File: config.mk
export PLATFORM = sky130hd
export DESIGN_NAME = usb_rx_bitproc
export DESIGN_NICKNAME = d
export VERILOG_FILES = /design/src/rtl/usb_pkg.sv /design/src/rtl/usb_nrzi_dec.sv /design/src/rtl/usb_rx_bitproc.sv
export SDC_FILE = /design/constraint.sdc
export NUM_CORES = 1
export LEC_CHECK = 0
export CAP_MARGIN = 20
export CELL_PAD_IN_SITES_DETAIL_PLACEMENT = 1
export CELL_PAD_IN_SITES_GLOBAL_PLACEMENT = 2
export CORE_ASPECT_RATIO = 0.8
export CORE_UTILIZATION = 32
export CTS_CLUSTER_DIAMETER = 200
export DETAILED_ROUTE_END_ITERATION = 6
export GPL_TIMING_DRIVEN = 0
export HOLD_SLACK_MARGIN = 0.03
export PLACE_DENSITY_LB_ADDON = 0.1
export SYNTH_ARGS = -nofsm -noshare
export SYNTH_HDL_FRONTEND = slang
export SYNTH_SLANG_ARGS = --single-unit
File: constraint.sdc
create_clock -name i_clk_4x -period 2.1 [get_ports i_clk_4x]
set_clock_uncertainty 0.2 [all_clocks]
set_input_delay 0.315 -clock i_clk_4x [delete_from_list [all_inputs] [get_ports i_clk_4x]]
set_output_delay 0.315 -clock i_clk_4x [all_outputs]
set_load 0.1 [all_outputs]
File: src/rtl/usb_pkg.sv
`default_nettype none
// ============================================================================
// Module      : usb_pkg
// Description : Shared definitions for the USB receive bit-processing slice.
//               Holds the line-state encodings, the receive FSM state enum
//               and the default SYNC / bit-stuffing constants.
// Revision    : 1.0 - initial release
// ============================================================================
package usb_pkg;

   // Line state as {dp, dn}
   typedef enum logic [1:0] {
      LINE_SE0 = 2'b00,
      LINE_K   = 2'b01,
      LINE_J   = 2'b10,
      LINE_SE1 = 2'b11
   } line_t;

   // Receive FSM states
   typedef enum logic [2:0] {
      ST_IDLE  = 3'd0,
      ST_SYNC  = 3'd1,
      ST_DATA  = 3'd2,
      ST_EOP   = 3'd3,
      ST_ABORT = 3'd4
   } rx_state_t;

   localparam int SYNC_ZEROS_DEF = 5;
   localparam int STUFF_LEN_DEF  = 6;

endpackage
`default_nettype wire

File: src/rtl/usb_nrzi_dec.sv
`default_nettype none
// ============================================================================
// Module      : usb_nrzi_dec
// Description : Line-state decode and NRZI bit recovery. Keeps the previous
//               J/K line level and reports, on each sample strobe, the
//               decoded bit and the line classification.
// Revision    : 1.0 - initial release
//
// Ports:
//   i_clk_4x    in   4x bit-rate clock
//   i_rst_n     in   async active-low reset
//   i_sample_en in   mid-bit sample strobe
//   i_dp, i_dn  in   synchronized D+ / D-
//   o_bit       out  decoded NRZI bit (1 = no transition), strobe-qualified
//   o_is_j      out  line is J, strobe-qualified
//   o_is_k      out  line is K, strobe-qualified
//   o_is_se0    out  line is SE0, strobe-qualified
//   o_is_se1    out  line is SE1, strobe-qualified
// ============================================================================
module usb_nrzi_dec
   import usb_pkg::*;
(
   input  logic i_clk_4x,
   input  logic i_rst_n,
   input  logic i_sample_en,
   input  logic i_dp,
   input  logic i_dn,
   output logic o_bit,
   output logic o_is_j,
   output logic o_is_k,
   output logic o_is_se0,
   output logic o_is_se1
);

   line_t w_line;
   line_t r_prev_line;

   assign w_line = line_t'({i_dp, i_dn});

   // Only J/K are ever stored, so a single-ended line never reads as "no
   // transition". SE0 re-arms the reference to J for the idle/next packet.
   always_ff @(posedge i_clk_4x or negedge i_rst_n) begin
      if (!i_rst_n) begin
         r_prev_line <= LINE_J;
      end else if (i_sample_en) begin
         case (w_line)
            LINE_J,
            LINE_K:   r_prev_line <= w_line;
            LINE_SE0: r_prev_line <= LINE_J;
            default:  r_prev_line <= r_prev_line;
         endcase
      end
   end

   assign o_bit    = i_sample_en && (w_line == r_prev_line);
   assign o_is_j   = i_sample_en && (w_line == LINE_J);
   assign o_is_k   = i_sample_en && (w_line == LINE_K);
   assign o_is_se0 = i_sample_en && (w_line == LINE_SE0);
   assign o_is_se1 = i_sample_en && (w_line == LINE_SE1);

endmodule
`default_nettype wire

File: src/rtl/usb_rx_bitproc.sv
`default_nettype none
// ============================================================================
// Module      : usb_rx_bitproc
// Description : USB receive bit processor. Per sample strobe it NRZI-decodes
//               the line, detects SYNC, removes stuffed bits, assembles bytes
//               (LSB first) and detects EOP, producing a framed byte stream
//               with error pulses.
// Revision    : 1.0 - initial release
//
// Optional feature macro: USB_RX_ALIGN_CHECK_EN
//   defined   : o_err_align pulses with o_eop when the packet ended on a
//               partial byte
//   undefined : o_err_align is tied to 0
//
// Ports:
//   i_clk_4x    in   4x bit-rate clock (sole clock)
//   i_rst_n     in   async active-low reset
//   i_sample_en in   mid-bit sample strobe
//   i_dp, i_dn  in   synchronized D+ / D-
//   o_data      out  assembled byte, LSB received first
//   o_valid     out  one-cycle pulse, o_data valid
//   o_sop       out  one-cycle pulse, SYNC accepted
//   o_eop       out  one-cycle pulse, EOP completed
//   o_active    out  high from o_sop until o_eop or abort
//   o_err       out  one-cycle pulse, stuff error / SE1 / bad EOP
//   o_err_align out  one-cycle pulse, EOP with partial byte
// ============================================================================
module usb_rx_bitproc
   import usb_pkg::*;
#(
   parameter int SYNC_ZEROS = SYNC_ZEROS_DEF,
   parameter int STUFF_LEN  = STUFF_LEN_DEF
)(
   input  logic       i_clk_4x,
   input  logic       i_rst_n,
   input  logic       i_sample_en,
   input  logic       i_dp,
   input  logic       i_dn,
   output logic [7:0] o_data,
   output logic       o_valid,
   output logic       o_sop,
   output logic       o_eop,
   output logic       o_active,
   output logic       o_err,
   output logic       o_err_align
);

   localparam logic [2:0] c_sync_zeros = 3'(SYNC_ZEROS);
   localparam logic [2:0] c_stuff_len  = 3'(STUFF_LEN);

   logic w_bit;
   logic w_is_j;
   logic w_is_k;
   logic w_is_se0;
   logic w_is_se1;
   logic [7:0] w_shift;

   rx_state_t  r_state;
   logic [2:0] r_zeros;
   logic [2:0] r_ones;
   logic [2:0] r_bitcnt;
   logic [7:0] r_shreg;
   logic       r_abort_se0;
   logic [7:0] r_data;
   logic       r_valid;
   logic       r_sop;
   logic       r_eop;
   logic       r_active;
   logic       r_err;

   usb_nrzi_dec u_nrzi (
      .i_clk_4x    (i_clk_4x),
      .i_rst_n     (i_rst_n),
      .i_sample_en (i_sample_en),
      .i_dp        (i_dp),
      .i_dn        (i_dn),
      .o_bit       (w_bit),
      .o_is_j      (w_is_j),
      .o_is_k      (w_is_k),
      .o_is_se0    (w_is_se0),
      .o_is_se1    (w_is_se1)
   );

   // Bits arrive LSB first, so each new bit enters at the MSB
   assign w_shift = {w_bit, r_shreg[7:1]};

`ifdef USB_RX_ALIGN_CHECK_EN
   logic r_err_align;
`endif

   always_ff @(posedge i_clk_4x or negedge i_rst_n) begin
      if (!i_rst_n) begin
         r_state     <= ST_IDLE;
         r_zeros     <= 3'd0;
         r_ones      <= 3'd0;
         r_bitcnt    <= 3'd0;
         r_shreg     <= 8'd0;
         r_abort_se0 <= 1'b0;
         r_data      <= 8'd0;
         r_valid     <= 1'b0;
         r_sop       <= 1'b0;
         r_eop       <= 1'b0;
         r_active    <= 1'b0;
         r_err       <= 1'b0;
`ifdef USB_RX_ALIGN_CHECK_EN
         r_err_align <= 1'b0;
`endif
      end else begin
         r_valid <= 1'b0;
         r_sop   <= 1'b0;
         r_eop   <= 1'b0;
         r_err   <= 1'b0;
`ifdef USB_RX_ALIGN_CHECK_EN
         r_err_align <= 1'b0;
`endif
         if (i_sample_en) begin
            case (r_state)
               ST_IDLE: begin
                  // First K of SYNC is itself the first transition (a 0)
                  if (w_is_k) begin
                     r_state <= ST_SYNC;
                     r_zeros <= 3'd1;
                  end
               end

               ST_SYNC: begin
                  if (w_is_se0 || w_is_se1) begin
                     r_state <= ST_IDLE;
                  end else if (!w_bit) begin
                     if (r_zeros != 3'd7) begin
                        r_zeros <= r_zeros + 3'd1;
                     end
                  end else if (r_zeros >= c_sync_zeros) begin
                     r_state  <= ST_DATA;
                     r_sop    <= 1'b1;
                     r_active <= 1'b1;
                     // The SYNC-terminating 1 counts toward the stuff run
                     r_ones   <= 3'd1;
                     r_bitcnt <= 3'd0;
                  end else begin
                     r_state <= ST_IDLE;
                  end
               end

               ST_DATA: begin
                  // SE0 outranks the stuff check
                  if (w_is_se0) begin
                     r_state <= ST_EOP;
                  end else if (w_is_se1) begin
                     r_err       <= 1'b1;
                     r_active    <= 1'b0;
                     r_abort_se0 <= 1'b0;
                     r_state     <= ST_ABORT;
                  end else if (r_ones == c_stuff_len) begin
                     if (w_bit) begin
                        r_err       <= 1'b1;
                        r_active    <= 1'b0;
                        r_abort_se0 <= 1'b0;
                        r_state     <= ST_ABORT;
                     end else begin
                        r_ones <= 3'd0;
                     end
                  end else begin
                     r_shreg  <= w_shift;
                     r_bitcnt <= r_bitcnt + 3'd1;
                     r_ones   <= w_bit ? (r_ones + 3'd1) : 3'd0;
                     if (r_bitcnt == 3'd7) begin
                        r_data  <= w_shift;
                        r_valid <= 1'b1;
                     end
                  end
               end

               ST_EOP: begin
                  if (w_is_j) begin
                     r_eop    <= 1'b1;
                     r_active <= 1'b0;
                     r_state  <= ST_IDLE;
`ifdef USB_RX_ALIGN_CHECK_EN
                     r_err_align <= (r_bitcnt != 3'd0);
`endif
                  end else if (!w_is_se0) begin
                     r_err       <= 1'b1;
                     r_active    <= 1'b0;
                     r_abort_se0 <= 1'b0;
                     r_state     <= ST_ABORT;
                  end
               end

               ST_ABORT: begin
                  // Resynchronise on the bus's own SE0 -> J end of packet
                  if (w_is_se0) begin
                     r_abort_se0 <= 1'b1;
                  end else if (w_is_j && r_abort_se0) begin
                     r_abort_se0 <= 1'b0;
                     r_state     <= ST_IDLE;
                  end else begin
                     r_abort_se0 <= 1'b0;
                  end
               end

               default: begin
                  r_state <= ST_IDLE;
               end
            endcase
         end
      end
   end

   assign o_data   = r_data;
   assign o_valid  = r_valid;
   assign o_sop    = r_sop;
   assign o_eop    = r_eop;
   assign o_active = r_active;
   assign o_err    = r_err;

`ifdef USB_RX_ALIGN_CHECK_EN
   assign o_err_align = r_err_align;
`else
   assign o_err_align = 1'b0;
`endif

endmodule
`default_nettype wire

==> summary.md, run 1 <==
| Metric | Value |
|---|---|
| HPWL after DPL | `~3.1 mm` |
| Vias in the first global route | `around 1500` |
| Clock Latency Late Sink | `between 0.2 and 0.3 ns` |
| Core footprint | `roughly 0.0055 sq mm` |
| DRT Pass-1 Iters | `4` |
| Fillers | `between 600 and 700` |
| H-tree levels | `2` |
| RSZ-0062 raised after global routing | `true` |
| Logic pwr share | `0.319` |
| Site row count | `24` |
| Post-synthesis sequential area ratio | `0.471` |
| Via count | `1438` |
| Largest family of logic cells by synthesized area | `simple AND/OR/NAND/NOR gates` |
| Leading cell types in the layout, fill and taps excluded | `34 x dfrtp_1, 32 x nand2_1, 15 x dlygate4sd2_1` |
| CP endpoint kind | `output pin` |
| Clock share of power | `0.283` |
| Die Span X | `around 87 microns` |
| Dpl ws | `-0.488 ns` |
| Initial antenna violation count | `0` |
| Status | `finished, final reports clean` |
| Post-Syn Nets | `196` |
| Via density per instance | `between 4 and 5` |
| Primary FF master, synth | `dfrtp_1` |
| Dpl cell area | `0.00212 sq mm` |
| Worst R2R End | `o_data[0]` |
| CTS tree | `yes` |
| Die H | `between 70 and 80 microns` |
| Simple-Gate Fraction of Synth Area | `0.215` |
| Crit-path max FO | `2` |
| Tcrit/Tclk final | `0.963` |
| Starting density of the core | `0.337` |
| Commonest non-fill, non-tap cell in the layout | `dfrtp_1` |
| Hold-critical path endpoint | `r_shreg[1]` |
| Transition time of the tightest slew-check pin | `about 0.98 ns` |
| Largest net degree at the start of global routing | `36` |
| Final setup vio count | `0` |
| Share of Yosys cell area claimed by the top area cell type | `0.457` |
| Slew Limit Fails | `0` |
| Layout cells sized above 1 | `0.214` |
| Clock root buffer | `clkbuf_8` |
| Hold wc startpoint | `r_shreg[1]` |
| Crit-path max cell delay | `between 0.8 and 0.9 ns` |
| P_int | `roughly 1400 uW` |
| Required @ worst endpoint | `between 1.5 and 2 ns` |
| Core Util, Final | `0.422` |
| Final Cell Area | `roughly 0.0023 sq mm` |
| Relative slew slack | `0.347` |
| Routed WL | `about 4.4 mm` |
| RR Startpoint | `r_state[2]` |
| LEAKAGE | `approximately 0.0012 uW` |
| DRT iter0 DRCs | `46` |
| Post-Syn Area per Cell | `10.1 sq um` |
| CTS Buffer Depth | `2` |
| Final Hold Fails | `0` |
| Yosys cell types | `47` |
| Flop-to-flop setup slack | `just under 0.08 ns` |
| Maxcap violations | `0` |
| First-pass GRT wire length | `between 7 and 8 mm` |
| Asr flop ratio synth | `1.00` |
| Port buffer count | `17` |
| R2R cell count | `5` |
| Worst Hold Path Cells | `2` |
| ANT nets after route | `0` |
| Compound-Gate Fraction of Synth Area | `0.113` |
| Cells after synthesis | `184` |
| Multiplexer share of the synthesized area | `0.0800` |
| Critical path class | `register to output pin` |
| Synth Cell Area | `about 0.0019 sq mm` |
| Sink Count | `35` |
| Switching Fraction | `0.350` |
| Area added between synthesis and finish | `25.2%` |
| Tmin final | `2.02 ns` |
| Buffers & Inverters on Critical Path | `1` |
| Clock transition at path regs | `about 0.08 ns` |
| Routability cong. | `between 0.7 and 0.8` |
| Overflow after GRT | `0` |
| Final WS setup | `0.0770 ns` |
| Ranking of synthesized cells by area | `dfrtp_1 46%, nand2_1 6.7%, mux2_4 5.6%` |
| Synth Register Bits | `35` |
| Ys Warns | `0` |
| Total GRT Usage | `0.160` |
| CTS Buf Count | `5` |
| Drt wl/cell | `roughly 15 microns` |
| Net load switching power | `between 700 and 800 uW` |
| F_max | `around 490 MHz` |
| CP Data Arrival Time | `approximately 1.5 ns` |
| Fin cells | `293` |
| VDD IR-drop max | `0.359 mV` |
| Top Ports | `19` |
| Top Family by Delay on Critical Path | `buffers and inverters` |
| CP Launch Type | `register` |
| Class of the worst hold path | `register to register` |
| Slowest cell on crit path | `dlygate4sd2_1` |
| Post-synth EDFFs | `0` |
| Placed insts | `279` |
| Adder-cell share of the synthesized area | `0.0471` |
| Synth area leader | `dfrtp_1` |
| Power share of the sequential group | `0.398` |
| Synth Area in XOR/XNOR | `0.0229` |
| Die ar. | `~0.006 sq mm` |
| # nets final | `226` |
| Ant diodes | `0` |
| Post-route DRC | `0` |
| Power Density | `938 mW/mm^2` |
| Design Power | `roughly 2200 uW` |
| CP cell instances | `dlygate4sd2_1` |
-- flip-flops by register name (all words and copies together) (netlist names) --
signal	count
o_data	8
r_shreg	7
r_bitcnt	3
r_ones	3
r_state	3
r_zeros	3
u_nrzi.r_prev_line	2
o_active	1
o_eop	1
o_err	1
o_sop	1
o_valid	1
r_abort_se0	1
-- cell type report --
cell class | count | area, sq um | area share
multi-input cells | 131 | 938 | 0.403
inverters | 9 | 33.8 | 0.0145
clock buffers | 5 | 68.8 | 0.0295
flip-flops and latches | 35 | 877 | 0.376
clock inverters | 3 | 43.8 | 0.0188
repair buffers | 23 | 196 | 0.0843
well taps | 78 | 97.6 | 0.0419
plain buffers | 9 | 73.8 | 0.0317
-- per-stage QoR --
| step | setup TNS [ns] | hold WS [ns] |
|---|---|---|
| floorplan | 0 | -0.181 |
| global route | -0.000109 | 0.332 |
| detailed placement | -9.63 | 0.251 |
| finish | 0 | 0.291 |
| CTS | 0 | 0.296 |
| global placement | -16.77 | 0.262 |
-- Yosys cell counts, types with 2 or more instances --
cell      count
nand3b_1      2
a22o_1        2
nand2_1      33
o41ai_1       2
inv_1         9
xnor2_1       3
dfrtp_1      34
ha_1          7
o22a_1        2
nand3_1       5
nand2b_1      4
mux2_4        7
nand4b_1      2
a21oi_1       2
or2_2         2
buf_4         2
buf_2         6
nor2_1       13
a21boi_0      2
nor2b_1       4
mux2_2        3
o21ai_0      13
-- worst max-delay path by stage --
stage                     slack, ns  cells after the start          end  startpoint
after global placement        -0.47                      7   r_zeros[0]        i_dn
after detailed placement      -0.49                      7   r_zeros[0]        i_dn
after CTS                     0.006                      6  r_bitcnt[0]  r_state[1]
after global routing        -0.0001                      5    o_data[0]  r_state[2]
final                          0.08                      1     o_active    o_active
after floorplan                0.14                      5    o_data[0]  r_state[0]
-- logic make-up (layout without fill, tap and decap cells) --
group / after synthesis / count (layout)
AOI/OAI and AO/OA: 31 / 31
DFF: 35 / 35
adders and majority gates: 7 / 7
other: 1 / 1
and+or+nand+nor: 77 / 77
muxes: 11 / 11
xor gates and xnor gates: 4 / 4
buffers and inverters: 18 / 49
-- what timing repair did --
item                                    CTS  global route
endpoints found under the setup margin   30            13
pin swaps                                 6             3
hold buffers                              1             0
setup buffers                             4             1
cloned                                    0             0
resized for setup                        27             7
endpoints found under the hold margin    34             0
-- power groups by stage --
| stage | clock [uW] | sequential (uW) | combinational, uW |
|---|---|---|---|
| floorplan | 0 | 908 | 427 |
| global placement | 0 | 860 | 619 |
| detailed placement | 0 | 870 | 642 |
| CTS | 634 | 866 | 683 |
| global route | 658 | 887 | 772 |
| finish | 619 | 870 | 696 |
-- metal layers --
metal,vias to the layer above,part of all wire,routed length (microns),track usage
met2,24,0.45,1940,0.234
li1,687,-,-,-
met3,0,0.034,149,0.0402
met4,0,0,0,0.0291
met5,-,0,0,0
met1,727,0.52,2270,0.239
No activity file was read; power rests on OpenSTA's default activity.
==> run 2: changes to the inputs <==
--- a/config.mk
+++ b/config.mk
@@ -9,12 +9,13 @@
 export CELL_PAD_IN_SITES_DETAIL_PLACEMENT = 1
 export CELL_PAD_IN_SITES_GLOBAL_PLACEMENT = 2
 export CORE_ASPECT_RATIO = 0.8
-export CORE_UTILIZATION = 32
+export CORE_UTILIZATION = 36
 export CTS_CLUSTER_DIAMETER = 200
 export DETAILED_ROUTE_END_ITERATION = 6
+export DONT_BUFFER_PORTS = 1
 export GPL_TIMING_DRIVEN = 0
 export HOLD_SLACK_MARGIN = 0.03
-export PLACE_DENSITY_LB_ADDON = 0.1
+export PLACE_DENSITY_LB_ADDON = 0.12
 export SYNTH_ARGS = -nofsm -noshare
 export SYNTH_HDL_FRONTEND = slang
 export SYNTH_SLANG_ARGS = --single-unit
==> run 2 against run 1 <==
Die area decreased by 11%. Largest cell class unchanged. Sequential power increased by 6.7%. Critical endpoint is now r_bitcnt[0]. Sequential share of layout area increased by 3.8 points.
==> summary.md, run 2 (synthesis results as in run 1) <==
| Metric | Value |
|---|---|
| HPWL after DPL | `2.97 mm (-3.9%)` |
| CTS tree | `yes` |
| Vias in the first global route | `1421 (-3.9%)` |
| Worst R2R End | `r_bitcnt[0]` |
| Sink Count | `35 (unchanged)` |
| Register area | `877 sq um (unchanged)` |
| Final Hold Fails | `0 (unchanged)` |
| Drt wl/cell | `16.1 microns (+8.2%)` |
| Area occupied by multi-input gates | `941 sq um (+0.27%)` |
| Hold wc startpoint | `i_sample_en` |
| CP Data Arrival Time | `1.98 ns (+0.47 ns)` |
| Top Ports | `19 (unchanged)` |
| Largest net degree at the start of global routing | `36 (unchanged)` |
| Area added between synthesis and finish | `13.9%` |
| Ant diodes | `0 (unchanged)` |
| Slew Limit Fails | `0 (unchanged)` |
| Critical path class | `register to register` |
| Die H | `66.3 microns (-5.6%)` |
| Clock Latency Late Sink | `0.29 ns (about the same)` |
| Final setup vio count | `0 (unchanged)` |
| Core footprint | `0.00498 sq mm (-9.9%)` |
| F_max | `496 MHz (+0.36%)` |
| Post-route DRC | `0 (unchanged)` |
| Routability cong. | `0.775 (+5.9%)` |
| Total GRT Usage | `0.178 (+0.0176)` |
| Layout cells sized above 1 | `0.219 (+0.00543)` |
| Relative slew slack | `0.384 (+0.0375)` |
| Site row count | `23 (-4.2%)` |
| Power Density | `956 mW/mm^2 (+2.0%)` |
| RSZ-0062 raised after global routing | `false` |
| Transition time of the tightest slew-check pin | `0.923 ns (-0.0601 ns)` |
| DRT Pass-1 Iters | `4 (unchanged)` |
| Busiest layer in global routing | `met2` |
| CP Launch Type | `register` |
| Crit-path max FO | `10 (+8)` |
| Tcrit/Tclk final | `0.960 (-0.00348)` |
| Met1 Usage GRT | `0.251 (+0.0121)` |
| Hold-critical path endpoint | `o_sop` |
| Setup TNS | `0 ns (unchanged)` |
| Dpl cell area | `0.00194 sq mm (-8.7%)` |
| Routed WL | `4.15 mm (-4.7%)` |
| VDD IR-drop max | `0.506 mV (+41%)` |
| Via density per instance | `5.38 (+9.7%)` |
| CP endpoint kind | `register` |
| ANT nets after route | `0 (unchanged)` |
| Maxcap violations | `0 (unchanged)` |
| Leading cell types in the layout, fill and taps excluded | `34 x dfrtp_1, 32 x nand2_1, 12 x o21ai_0, 12 x nor2_1, 9 x inv_1` |
| Starting density of the core | `0.374 (+0.0370)` |
| Fillers | `562 (-13%)` |
| Clock root buffer | `clkbuf_8` |
| Flop-to-flop setup slack | `0.08 ns (about the same)` |
| Overflow after GRT | `0 (unchanged)` |
| Initial antenna violation count | `0 (unchanged)` |
| Commonest non-fill, non-tap cell in the layout | `dfrtp_1` |
| # nets final | `207 (-8.4%)` |
| R2R cell count | `6 (+1)` |
| Port buffer count | `0 (-17)` |
| Clock transition at path regs | `0.08 ns (about the same)` |
| Class of the worst hold path | `primary input to register` |
| Max FFs per register | `8 (unchanged)` |
| CTS Buf Count | `5 (unchanged)` |
| CTS Buffer Depth | `2 (unchanged)` |
| Die Span X | `82.4 microns (-5.6%)` |
| Worst Hold Path Cells | `3 (+1)` |
| Setup crit start | `r_state[1]` |
| H-tree levels | `2 (unchanged)` |
| Via count | `1389 (-3.4%)` |
| Final Cell Area | `0.00212 sq mm (-9.1%)` |
| GR met2 Demand/Resource | `0.268 (+0.0332)` |
| Die ar. | `0.00546 sq mm (-11%)` |
| DRT iter0 DRCs | `84 (+83%)` |
| Tmin final | `2.02 ns (-0.00731 ns)` |
| Status | `finished, final reports clean` |
| RR Startpoint | `r_state[1]` |
| First-pass GRT wire length | `7.09 mm (-6.1%)` |
| LEAKAGE | `0.00102 uW (-13%)` |
| Required @ worst endpoint | `2.07 ns (+0.49 ns)` |
| Grt met3 use | `0.0483 (+0.00809)` |
run 2: cell count changes in the layout (fill, tap and decap cells not counted), moves of 2 or more:
cell,change
dlygate4sd2_1,-15
buf_4,-3
buf_2,+2
buf_6,-2
o21ai_0,+2
o21ai_1,-2
run 2: worst max-delay path: stages, from the launching register on:
cell and delay (ns):
dfrtp_1 0.39, buf_4 0.18, nor4bb_2 0.27, nand4_1 0.14
o22a_2 0.30, nand2b_4 0.16, mux2_2 0.26
run 2: metal layers:
metal	vias to the layer above	share of wire
met1	708	0.51
met4	0	0.0063
met5	-	0
met2	27	0.45
li1	649	-
met3	5	0.038
run 2: final cells by class:
class	instances	share of cell area
sequential	35	0.414
buffer	9	0.0278
timing repair buffer	4	0.0213
tap	62	0.0366
inverter	9	0.0159
clock inverter	2	0.00591
multi-input combinational	131	0.444
clock buffer	6	0.0343
run 2: worst max-delay path by stage:
stage,endpoint,cells past startpoint
final,r_bitcnt[0],6
after global routing,r_bitcnt[0],6
after CTS,r_bitcnt[0],6
after detailed placement,o_data[6],7
after global placement,o_data[2],5
after floorplan,o_data[0],5
run 2: report_power, final:
part | switching [uW] | internal [uW] | total, uW
clock network | 251 | 232 | 483
registers | 156 | 772 | 928
logic | 339 | 276 | 615
run 2: stage by stage:
step	std cells	total power [uW]	util	worst slack, ns	hold WS (ns)
floorplan	184	1330	-	0.141	-0.181
global placement	246	1440	0.389	-0.109	-0.180
detailed placement	246	1480	0.389	-0.116	-0.180
CTS	258	2010	0.418	0.00550	0.107
global route	258	2170	0.425	0.00363	0.108
finish	258	2030	0.425	0.0843	0.113
run 2: what timing repair did:
action	CTS	global route
setup buffers	2	0
hold buffers	2	0
hold endpoints to repair	35	0
setup endpoints to repair	11	7
pin swaps	2	2
resized for setup	4	9
==> run 3: changes to the inputs <==
--- a/config.mk
+++ b/config.mk
@@ -9,12 +9,13 @@
 export CELL_PAD_IN_SITES_DETAIL_PLACEMENT = 1
 export CELL_PAD_IN_SITES_GLOBAL_PLACEMENT = 2
 export CORE_ASPECT_RATIO = 0.8
-export CORE_UTILIZATION = 36
+export CORE_UTILIZATION = 38
+export CTS_BUF_LIST = sky130_fd_sc_hd__clkbuf_8
 export CTS_CLUSTER_DIAMETER = 200
 export DETAILED_ROUTE_END_ITERATION = 6
 export DONT_BUFFER_PORTS = 1
 export GPL_TIMING_DRIVEN = 0
-export HOLD_SLACK_MARGIN = 0.03
+export HOLD_SLACK_MARGIN = 0.05
 export PLACE_DENSITY_LB_ADDON = 0.12
 export SYNTH_ARGS = -nofsm -noshare
 export SYNTH_HDL_FRONTEND = slang
==> constraint.sdc (replaced) <==
create_clock -name i_clk_4x -period 1.8 [get_ports i_clk_4x]
set_clock_uncertainty 0.2 [all_clocks]
set_input_delay 0.27 -clock i_clk_4x [delete_from_list [all_inputs] [get_ports i_clk_4x]]
set_output_delay 0.27 -clock i_clk_4x [all_outputs]
set_load 0.1 [all_outputs]
==> run 3 against run 2 <==
Setup slack worse by 0.30 ns. Register-to-register slack got worse by 0.30 ns. Sequential power grew 17%. Global-route usage is 3.4 points higher. Via count is 7.5% higher. The flow now finishes with violations (negative setup slack). Final cell count grew 9.7%. Flip-flop and latch count is the same. Core utilization is 14 points higher. Clock-buffer cell count decreased by 1. Largest power group is now combinational logic. Sequential share of layout area shrank 7.7 points.
==> summary.md, run 3 (synthesis results as in run 1) <==
| Metric | Value |
|---|---|
| LEAKAGE | `0.00125 uW (+22%)` |
| Maxcap violations | `0 (unchanged)` |
| Largest net degree at the start of global routing | `36 (unchanged)` |
| Die H | `64.6 microns (-2.6%)` |
| Required @ worst endpoint | `1.77 ns (-0.30 ns)` |
| DRT Pass-1 Iters | `4 (unchanged)` |
| Slew Limit Fails | `0 (unchanged)` |
| ANT nets after route | `0 (unchanged)` |
| Net load switching power | `1110 uW (+49%)` |
| Dpl ws | `-0.444 ns (-0.329 ns)` |
| VDD IR-drop max | `0.531 mV (+5.0%)` |
| Final Cell Area | `0.00261 sq mm (+23%)` |
| Max FFs per register | `8 (unchanged)` |
| Design Power | `3080 uW (+52%)` |
| Status | `complete, but fails checks` |
| Tmin final | `2.02 ns (+0.00364 ns)` |
| Top Ports | `19 (unchanged)` |
| Via count | `1493 (+7.5%)` |
| Port buffer count | `0 (unchanged)` |
| CP endpoint kind | `register` |
| Final Hold Fails | `0 (unchanged)` |
| HPWL after DPL | `3.10 mm (+4.4%)` |
| Class of the worst hold path | `primary input to register` |
| Routed WL | `5.22 mm (+26%)` |
| Tcrit/Tclk final | `1.12 (+0.162)` |
| H-tree levels | `2 (unchanged)` |
| Dpl cell area | `0.00194 sq mm (+0.32%)` |
| Die ar. | `0.00518 sq mm (-5.1%)` |
| Clock Latency Late Sink | `0.28 ns (about the same)` |
| Fillers | `487 (-13%)` |
| Routability cong. | `0.828 (+6.8%)` |
| Commonest non-fill, non-tap cell in the layout | `dfrtp_1` |
| Relative slew slack | `0.381 (-0.00328)` |
| Layout cells sized above 1 | `0.430 (+0.211)` |
| Sink Count | `35 (unchanged)` |
| F_max | `495 MHz (-0.18%)` |
| Critical path class | `register to register` |
| Die Span X | `80.2 microns (-2.6%)` |
| # nets final | `234 (+13%)` |
| CTS tree | `yes` |
| Via density per instance | `5.28 (-2.0%)` |
| Clock root buffer | `clkbuf_8` |
| Drt wl/cell | `18.4 microns (+15%)` |
| P_int | `1970 uW (+54%)` |
| Vias in the first global route | `1610 (+13%)` |
| Power Density | `1180 mW/mm^2 (+23%)` |
| CP Launch Type | `register` |
| First-pass GRT wire length | `8.13 mm (+15%)` |
| DRT iter0 DRCs | `117 (+39%)` |
| Final setup vio count | `25 (+25)` |
| Initial antenna violation count | `0 (unchanged)` |
| CTS Buffer Depth | `2 (unchanged)` |
| Starting density of the core | `0.400 (+0.0262)` |
| Transition time of the tightest slew-check pin | `0.928 ns (+0.00493 ns)` |
| Register area | `880 sq um (+0.29%)` |
| Ant diodes | `0 (unchanged)` |
| CP Data Arrival Time | `1.99 ns (about the same)` |
| Core footprint | `0.00465 sq mm (-6.6%)` |
| Logic pwr share | `0.411 (+0.107)` |
| Post-route DRC | `0 (unchanged)` |
| Failing checks | `negative setup slack` |
| Overflow after GRT | `0 (unchanged)` |
| Placed insts | `244 (-0.81%)` |
| Clock share of power | `0.234 (-0.004)` |
| Switching Fraction | `0.360 (-0.00798)` |
| Crit-path max FO | `3 (-7)` |
| Final WS setup | `-0.219 ns (-0.304 ns)` |
| Power share of the sequential group | `0.355 (-0.103)` |
| Area occupied by multi-input gates | `0.00115 sq mm (+22%)` |
| Site row count | `22 (-4.3%)` |
| Leading cell types in the layout, fill and taps excluded | `32 x dfrtp_1, 30 x nand2_1, 23 x buf_4` |
| RSZ-0062 raised after global routing | `true` |
| Fin cells | `283 (+9.7%)` |
| Area added between synthesis and finish | `40.4%` |
| Total GRT Usage | `0.212 (+0.0341)` |
| Clock transition at path regs | `0.08 ns (about the same)` |
| CTS Buf Count | `5 (unchanged)` |
==> run 3: worst paths after layout <==
path,from,end,slack (ns),cells past startpoint
worst max-delay path,r_state[1],r_bitcnt[0],-0.22,6
worst min-delay path,i_sample_en,r_shreg[1],0.12,4
min in group asynchronous,i_rst_n,o_sop,0.24,2
worst max register to register,r_state[1],r_bitcnt[0],-0.22,6
worst min register to register,r_shreg[7],r_shreg[6],0.31,2
max in group asynchronous,i_rst_n,u_nrzi.r_prev_line[1],0.90,2
==> run 3: what timing repair did <==
action                     4_1_cts  5_1_grt
cloned                           0        1
hold endpoints to repair        35        0
buffers inserted                16       12
hold buffers                     2        0
gates resized for setup         25       50
pin swaps                       10       19
setup endpoints to repair       30       28
==> run 3: power by group through the flow <==
stage / Clock [uW] / Sequential, uW / Combinational [uW]
floorplan: 0 / 1070 / 504
global placement: 0 / 1090 / 598
detailed placement: 0 / 1100 / 641
CTS: 728 / 1080 / 913
global route: 762 / 1110 / 1360
finish: 719 / 1090 / 1260
==> run 3: final cells by class <==
class	instances	share of cell area
Multi-Input combinational cell	131	0.439
Buffer	9	0.0273
Timing Repair Buffer	31	0.113
Tap cell	60	0.0287
Sequential cell	35	0.337
Clock buffer	5	0.0263
Clock inverter	3	0.0168
Inverter	9	0.0129
==> run 3: worst max-delay path: stages (launching register included) <==
cell and delay (ns):
dfrtp_1 0.40, buf_6 0.14, nor4bb_4 0.29, nand4_1 0.18, o22a_2 0.29, nand2b_4 0.15, mux2_4 0.26
==> run 3: per-stage QoR <==
stage | hold slack [ns] | TNS (ns) | utilization
2_1_floorplan | -0.226 | -0.710 | -
6_report | 0.123 | -2.64 | 0.562
4_1_cts | 0.106 | -1.78 | 0.495
3_3_place_gp | -0.225 | -5.71 | 0.418
5_1_grt | 0.146 | -4.35 | 0.562
3_5_place_dp | -0.224 | -6.03 | 0.418
==> run 3: per-layer routing <==
| layer | part of all wire | GRT usage | vias up |
|---|---|---|---|
| met2 | 0.47 | 0.338 | 33 |
| li1 | - | - | 707 |
| met4 | 0.013 | 0.0469 | 0 |
| met1 | 0.48 | 0.290 | 743 |
| met5 | 0 | 0 | - |
| met3 | 0.043 | 0.0535 | 10 |
